===== src/rtl/gate_monitor_pkg.sv =====
// Shared types and default parameters for the gate pulse monitor.
package gate_monitor_pkg;

  // INIT: no synchronized edge seen since reset; HIGH/LOW: measuring a segment.
  typedef enum logic [1:0] {
    INIT = 2'd0,
    HIGH = 2'd1,
    LOW  = 2'd2
  } state_t;

  localparam int unsigned CNT_W_DEFAULT       = 16;
  localparam int unsigned MIN_WIDTH_DEFAULT   = 4;
  localparam int unsigned SYNC_STAGES_DEFAULT = 2;

endpackage


===== src/rtl/gate_pulse_monitor_sync_chain.sv =====
// Multi-flop synchronizer for the asynchronous gate output.
module sync_chain
  import gate_monitor_pkg::*;
#(
  parameter int unsigned SYNC_STAGES = SYNC_STAGES_DEFAULT,
  parameter logic        RESET_LEVEL = 1'b0
) (
  input  logic clk,
  input  logic rst,
  input  logic d,
  output logic q
);

  logic [SYNC_STAGES-1:0] sync_q;

  // Shift din through the chain; every stage returns to RESET_LEVEL on reset.
  always_ff @(posedge clk) begin
    if (rst) begin
      sync_q <= {SYNC_STAGES{RESET_LEVEL}};
    end else begin
      sync_q <= {sync_q[SYNC_STAGES-2:0], d};
    end
  end

  assign q = sync_q[SYNC_STAGES-1];

endmodule


===== src/rtl/gate_pulse_monitor.sv =====
// Observer for a gate-level cell output: synchronizes it, detects edges,
// measures completed segment widths and counts toggles and glitches.
module gate_pulse_monitor
  import gate_monitor_pkg::*;
#(
  parameter int unsigned CNT_W       = CNT_W_DEFAULT,
  parameter int unsigned MIN_WIDTH   = MIN_WIDTH_DEFAULT,
  parameter int unsigned SYNC_STAGES = SYNC_STAGES_DEFAULT,
  parameter logic        RESET_LEVEL = 1'b0
) (
  input  logic             clk,
  input  logic             rst,
  input  logic             din,
  input  logic             clear,
  output logic             level,
  output logic             edge_rise,
  output logic             edge_fall,
  output logic             width_valid,
  output logic [CNT_W-1:0] last_width,
  output logic [CNT_W-1:0] toggle_cnt,
  output logic [CNT_W-1:0] glitch_cnt
);

  localparam logic [CNT_W-1:0] CNT_MAX      = '1;
  localparam logic [CNT_W-1:0] CNT_ONE      = CNT_W'(1);
  localparam logic [CNT_W-1:0] GLITCH_LIMIT = CNT_W'(MIN_WIDTH);

  function automatic logic [CNT_W-1:0] sat_inc(input logic [CNT_W-1:0] v);
    return (v == CNT_MAX) ? v : v + CNT_ONE;
  endfunction

  logic sync_level;
  logic level_d_q;
  logic edge_det;
  logic rise_det;
  logic measuring;

  state_t state_q, state_d;

  logic [CNT_W-1:0] width_q,      width_d;
  logic [CNT_W-1:0] last_width_q, last_width_d;
  logic [CNT_W-1:0] toggle_q,     toggle_d;
  logic [CNT_W-1:0] glitch_q,     glitch_d;
  logic             edge_rise_q,  edge_rise_d;
  logic             edge_fall_q,  edge_fall_d;
  logic             width_valid_q, width_valid_d;

  sync_chain #(
    .SYNC_STAGES(SYNC_STAGES),
    .RESET_LEVEL(RESET_LEVEL)
  ) u_sync (
    .clk(clk),
    .rst(rst),
    .d  (din),
    .q  (sync_level)
  );

  assign edge_det  = sync_level ^ level_d_q;
  assign rise_det  = sync_level & ~level_d_q;
  assign measuring = (state_q != INIT);

  // Previous synchronized level for edge detection.
  always_ff @(posedge clk) begin
    if (rst) begin
      level_d_q <= RESET_LEVEL;
    end else begin
      level_d_q <= sync_level;
    end
  end

  // FSM state register.
  always_ff @(posedge clk) begin
    if (rst) begin
      state_q <= INIT;
    end else begin
      state_q <= state_d;
    end
  end

  // FSM next state: follow the synchronized level once the first edge is seen.
  always_comb begin
    state_d = state_q;
    if (edge_det) begin
      case (state_q)
        INIT:    state_d = rise_det ? HIGH : LOW;
        HIGH:    if (!rise_det) state_d = LOW;
        LOW:     if (rise_det)  state_d = HIGH;
        default: state_d = INIT;
      endcase
    end
  end

  // Width measurement, strobes and saturating counters; clear wins over any
  // increment and suppresses the width report, but strobes still fire.
  always_comb begin
    width_d       = sat_inc(width_q);
    last_width_d  = last_width_q;
    toggle_d      = toggle_q;
    glitch_d      = glitch_q;
    edge_rise_d   = edge_det & rise_det;
    edge_fall_d   = edge_det & ~rise_det;
    width_valid_d = 1'b0;

    if (edge_det) begin
      width_d = CNT_ONE;
    end

    if (clear) begin
      last_width_d = '0;
      toggle_d     = '0;
      glitch_d     = '0;
    end else if (edge_det) begin
      toggle_d = sat_inc(toggle_q);
      if (measuring) begin
        width_valid_d = 1'b1;
        last_width_d  = width_q;
        if (width_q < GLITCH_LIMIT) begin
          glitch_d = sat_inc(glitch_q);
        end
      end
    end
  end

  // Datapath and strobe registers.
  always_ff @(posedge clk) begin
    if (rst) begin
      width_q       <= '0;
      last_width_q  <= '0;
      toggle_q      <= '0;
      glitch_q      <= '0;
      edge_rise_q   <= 1'b0;
      edge_fall_q   <= 1'b0;
      width_valid_q <= 1'b0;
    end else begin
      width_q       <= width_d;
      last_width_q  <= last_width_d;
      toggle_q      <= toggle_d;
      glitch_q      <= glitch_d;
      edge_rise_q   <= edge_rise_d;
      edge_fall_q   <= edge_fall_d;
      width_valid_q <= width_valid_d;
    end
  end

  assign level       = sync_level;
  assign edge_rise   = edge_rise_q;
  assign edge_fall   = edge_fall_q;
  assign width_valid = width_valid_q;
  assign last_width  = last_width_q;
  assign toggle_cnt  = toggle_q;
  assign glitch_cnt  = glitch_q;

endmodule


===== config.mk =====
export PLATFORM = sky130hd
export DESIGN_NAME = gate_pulse_monitor
export DESIGN_NICKNAME = d
export VERILOG_FILES = /design/src/rtl/gate_monitor_pkg.sv /design/src/rtl/gate_pulse_monitor_sync_chain.sv /design/src/rtl/gate_pulse_monitor.sv
export SDC_FILE = /design/constraint.sdc
export NUM_CORES = 1
export LEC_CHECK = 0
export CAP_MARGIN = 20
export CORE_MARGIN = 5
export CORE_UTILIZATION = 65
export CTS_BUF_LIST = sky130_fd_sc_hd__clkbuf_8
export DETAILED_ROUTE_END_ITERATION = 8
export DONT_BUFFER_PORTS = 1
export GPL_TIMING_DRIVEN = 0
export PLACE_DENSITY = 0.83
export SETUP_SLACK_MARGIN = 0.3
export SLEW_MARGIN = 15
export SYNTH_ARGS = -nofsm -noshare
export SYNTH_HDL_FRONTEND = slang
export SYNTH_SLANG_ARGS = --single-unit

===== constraint.sdc =====
create_clock -name clk -period 3.9 [get_ports clk]
set_clock_uncertainty 0.15 [all_clocks]
set_input_delay 0.585 -clock clk [delete_from_list [all_inputs] [get_ports clk]]
set_output_delay 0.585 -clock clk [all_outputs]
set_load 0.01 [all_outputs]

# == After elaboration in Yosys (flattened, before gate mapping) ==
# Index checks and enable logic that the tools add are counted.
# op_classes
addsub,3
order_cmp,1
n_eq_ne,8
muxes,7
bitwise_logic,9
reduce_logical,9
# op_table
cell,count
"16-bit by 1-bit adder with 16-bit output, second input constant",3
"16-bit equality test, second input constant",3
"16-bit by 3-bit < comparator with 1-bit output, second input constant",1
2-bit two-way mux,3
"2-bit != test, second input constant",3
2-bit case mux with 3 select lines,1
1-bit NOT,5
2-bit AND reduction,2
4-bit AND reduction,1
2-bit OR reduction,2
1-bit AND,3
1-bit two-way mux,3
3-bit AND reduction,1
3-bit OR reduction,1
"2-bit by 1-bit equality test with 1-bit output, second input constant",1
"2-bit equality test, second input constant",1
2-bit logical NOT,1
2-bit nonzero test,1
1-bit bitwise XOR,1
# totals
ff_bits,72
input_bits,4
out_inout_bits,52
elab_cells,48

# == Depth between registers and ports, before layout ==
# depth
word_depth,4
ltp_mapped,8
depth_no_buf,7

# == Cells and area by module ==
# A second synthesis with hierarchy kept.
# unflattened
hier_cells,393
area_unflattened_um2,3283.1
# modules_own_cells
mod,instances,cells_per_inst,area_each_um2
gate_pulse_monitor,1,389,3230.6
sync_chain,1,4,52.6

# == Least setup slack after synthesis ==
# Ideal clock, no wire load.
# synth_timing
path_type,register -> register
startpoint,reg u_sync.sync_q[1]
endpoint,"reg glitch_q[13], in the netlist glitch_cnt[13]"
setup_time_ns,0.118
arrival_ns,1.986
slack_ns,1.646
path_stages_with_launch,9
path_buffers,1
cell_sequence,dfxtp_1 > inv_1 > ha_1 > o21ba_1 > buf_6 > nand2_4 > or3_4 > or3_1 > mux2i_1
# synth_between
elab_chain_cells,2
# synth_rtl
element,line,source
from (decl),gate_pulse_monitor_sync_chain.sv:14,logic [SYNC_STAGES-1:0] sync_q;
from (signal assigned),gate_pulse_monitor_sync_chain.sv:19,sync_q <= {SYNC_STAGES{RESET_LEVEL}};
from (signal assigned),gate_pulse_monitor_sync_chain.sv:21,"sync_q <= {sync_q[SYNC_STAGES-2:0], d};"
1-bit bitwise XOR,gate_pulse_monitor.sv:58,assign edge_det = sync_level ^ level_d_q;
4-bit AND reduction (no source line),--,
to (signal assigned),gate_pulse_monitor.sv:138,glitch_q <= glitch_d;
to (decl),gate_pulse_monitor.sv:43,"logic [CNT_W-1:0] glitch_q, glitch_d;"
# No other way between the ends.
# A chain may end at the register's enable or synchronous reset.

# == Final worst setup path ==
# layout_timing
startpoint,reg u_sync.sync_q[1]
endpoint,"reg glitch_q[11], in the netlist glitch_cnt[11]"
# Same word-level chain as after synthesis.

==> reports/results.ini <==
[sta]
hold_violations = 0
fin_crit_sh_pct = 62.8
fmax_ghz = 0.409
grt_setup_unrepaired = false
finalSetupViolCount = 0
tightest_slew_ps = 781
post-route-min-period_ps = 2450
tns_ps = 0
maxSlewHeadroom_pct = 47.3
finalMaxSlewViolations = 0

[finish]
fin_area_um2 = 3580
fillers = 426
utilization_pct = 71.5
diodes = 0
nNetsFinal = 404
syn_to_final_growth_pct = 8.65
drive_gt1_share_pct = 9.00

[route]
drc = 0
route.met2.wl_mm = 3.48
drt_first_pass_iters = 4
wl_per_cell_um = 15.1
wl_mm = 7.10
vias_per_cell = 5.89
initialDrtViolationCount = 143
met3WireLength_um = 444
dr.max_layer_used = met4
vias = 2770
wl_met1_mm = 3.04
ant_nets = 0

[synthesis]
async_flop_share_pct = 0
synth-main-ff-cell = dfxtp_1
ys_seq_area_share_pct = 43.7
synth-seq-cells = 72
synth-edff-count = 0
avgSynthCellArea_um2 = 8.59
yosys_warnings = 0
yosysUniqueCellTypes = 51
netlist_instances = 384
synth_area_um2 = 3300
synth_fp_nets = 393

[cts]
cts.reportedPaths.clkPinSlew_ps = 70
cts.sinks = 72
h-tree-depth = 3
root_buffer = clkbuf_8
clk_latency_ps = 350
cts_setup_buffers = 0
cts_tree = yes
post_cts_resized = 0
hold_buffers = 0
cts_buffers = 9
cts_buffer_depth = 2

[placement]
globalplace.congestion = 0.857
placement.io_buffers = 0
dp_hpwl_mm = 5.03
place_area_um2 = 3380

[worst_hold_path]
worstHoldEndpoint = u_sync.sync_q[0]
hold_class = in -> reg
min-delay-start = din
hold_depth = 1

[die]
fp.dieW_um = 81.2
rows = 26
coreArea_um2 = 5010
io_pins = 56
chipHeight_um = 81.2
start_util_pct = 65.8
dieArea_um2 = 6600

[power_and_ir_drop]
power_density_nw_per_um2 = 385
ir_drop_mv = 0.235
p_leak_uw = 0.00117

[global_route]
grt_pass1_wl_mm = 11.5
grt_pass1_vias = 2441
grt_remaining_overflow = 0
antenna_found_initial = 0
grt_max_degree = 13
grt.total_usage_pct = 22.9

[critical_path]
rr_worst_depth = 8
required_ps = 4030
start_kind = flop
timing.rr.start = u_sync.sync_q[1]
reg2reg_setup_slack_ps = 1450
crit_type = reg -> reg
r2r-end = glitch_cnt[11]
worst_setup_path_end_kind = flop
cp_max_fo = 9
cp.arrival_ps = 2570

[outcome]
status = complete, no violations

[flow_run]
maxCapViolCount = 0

==> state kept, by name, indices dropped and copies added (netlist names) <==
signal / cells
edge_fall: 1
edge_rise: 1
glitch_cnt: 16
last_width: 16
level_d_q: 1
state_q: 2
toggle_cnt: 16
u_sync.sync_q: 2
width_q: 16
width_valid: 1
==> worst max-delay path, stage by stage, from the launching register on <==
cell and delay, ps:
dfxtp_1 400, inv_1 80, ha_1 360, o21ba_1 250, buf_6 130, nand2_4 100
or3_4 390, or3_1 370, a21oi_1 140
==> kinds of logic after synthesis <==
family | share of synthesized area [%]
adder cells (fa/ha/maj) | 1.90
multiplexers | 0.607
AO/OA/AOI/OAI | 12.5
XOR/XNOR | 6.91
buffers and inverters | 3.95
AND/OR/NAND/NOR | 30.4
flip-flops | 43.7
==> layout make-up <==
type / instances / area (um2) / area share (%)
multi-input cells: 286 / 1730 / 48.2
flip-flops and latches: 72 / 1440 / 40.2
clock buffers: 10 / 138 / 3.84
plain buffers: 18 / 100 / 2.79
well taps: 70 / 87.6 / 2.44
clock inverters: 6 / 60.1 / 1.68
inverters: 8 / 30.0 / 0.838
==> cell usage in the layout, fill, tap and decap left out, types with 9 or more instances in the layout <==
cell type / n
dfxtp_1: 72
nand2_1: 53
nor2_1: 44
a21oi_1: 32
xnor2_1: 21
nand3_1: 18
nand4_1: 12
clkbuf_1: 11
clkbuf_8: 10
inv_1: 9
nor3_1: 9
==> how the worst max path moves through the flow <==
| stage | cells after the start | to | start |
|---|---|---|---|
| 4_1_cts | 8 | glitch_cnt[11] | u_sync.sync_q[1] |
| 2_1_floorplan | 8 | glitch_cnt[13] | u_sync.sync_q[1] |
| 3_3_place_gp | 8 | glitch_cnt[13] | u_sync.sync_q[1] |
| 6_report | 8 | glitch_cnt[11] | u_sync.sync_q[1] |
| 5_1_grt | 8 | glitch_cnt[11] | u_sync.sync_q[1] |
| 3_5_place_dp | 8 | glitch_cnt[13] | u_sync.sync_q[1] |
==> synth_stat cells (6+ instances only) <==
master,n,area share [%]
dfxtp_1,72,44
nand2_1,53,6.0
nor2_1,44,5.0
a21oi_1,32,4.9
xnor2_1,21,5.6
nand3_1,18,2.7
nand4_1,12,2.3
clkbuf_1,11,1.3
nor3_1,9,1.4
a211oi_1,8,1.8
inv_1,8,0.91
nor4_1,7,1.3
o21ai_0,7,1.1
a31oi_1,6,1.1
==> metal layers <==
layer | vias up | global-route usage, %
li1 | 1386 | -
met1 | 1298 | 27.2
met2 | 74 | 36.8
met3 | 12 | 8.87
met4 | 0 | 9.80
met5 | - | 0
==> power breakdown <==
| group | internal (uW) | switching [uW] |
|---|---|---|
| Sequential | 740 | 7.12 |
| Clock | 309 | 274 |
| Combinational | 16.4 | 30.9 |
| Total | 1070 | 312 |
==> through the flow <==
step                      instances  total power, uW  hold WS, ps  worst slack, ps
after floorplan                 384              800          264             1650
after global placement          454              811          268             1490
after detailed placement        454              812          275             1470
after CTS                       470             1390          220             1440
after global routing            470             1440          216             1290
final                           470             1380          224             1450
(Power assumes the default switching activity.)
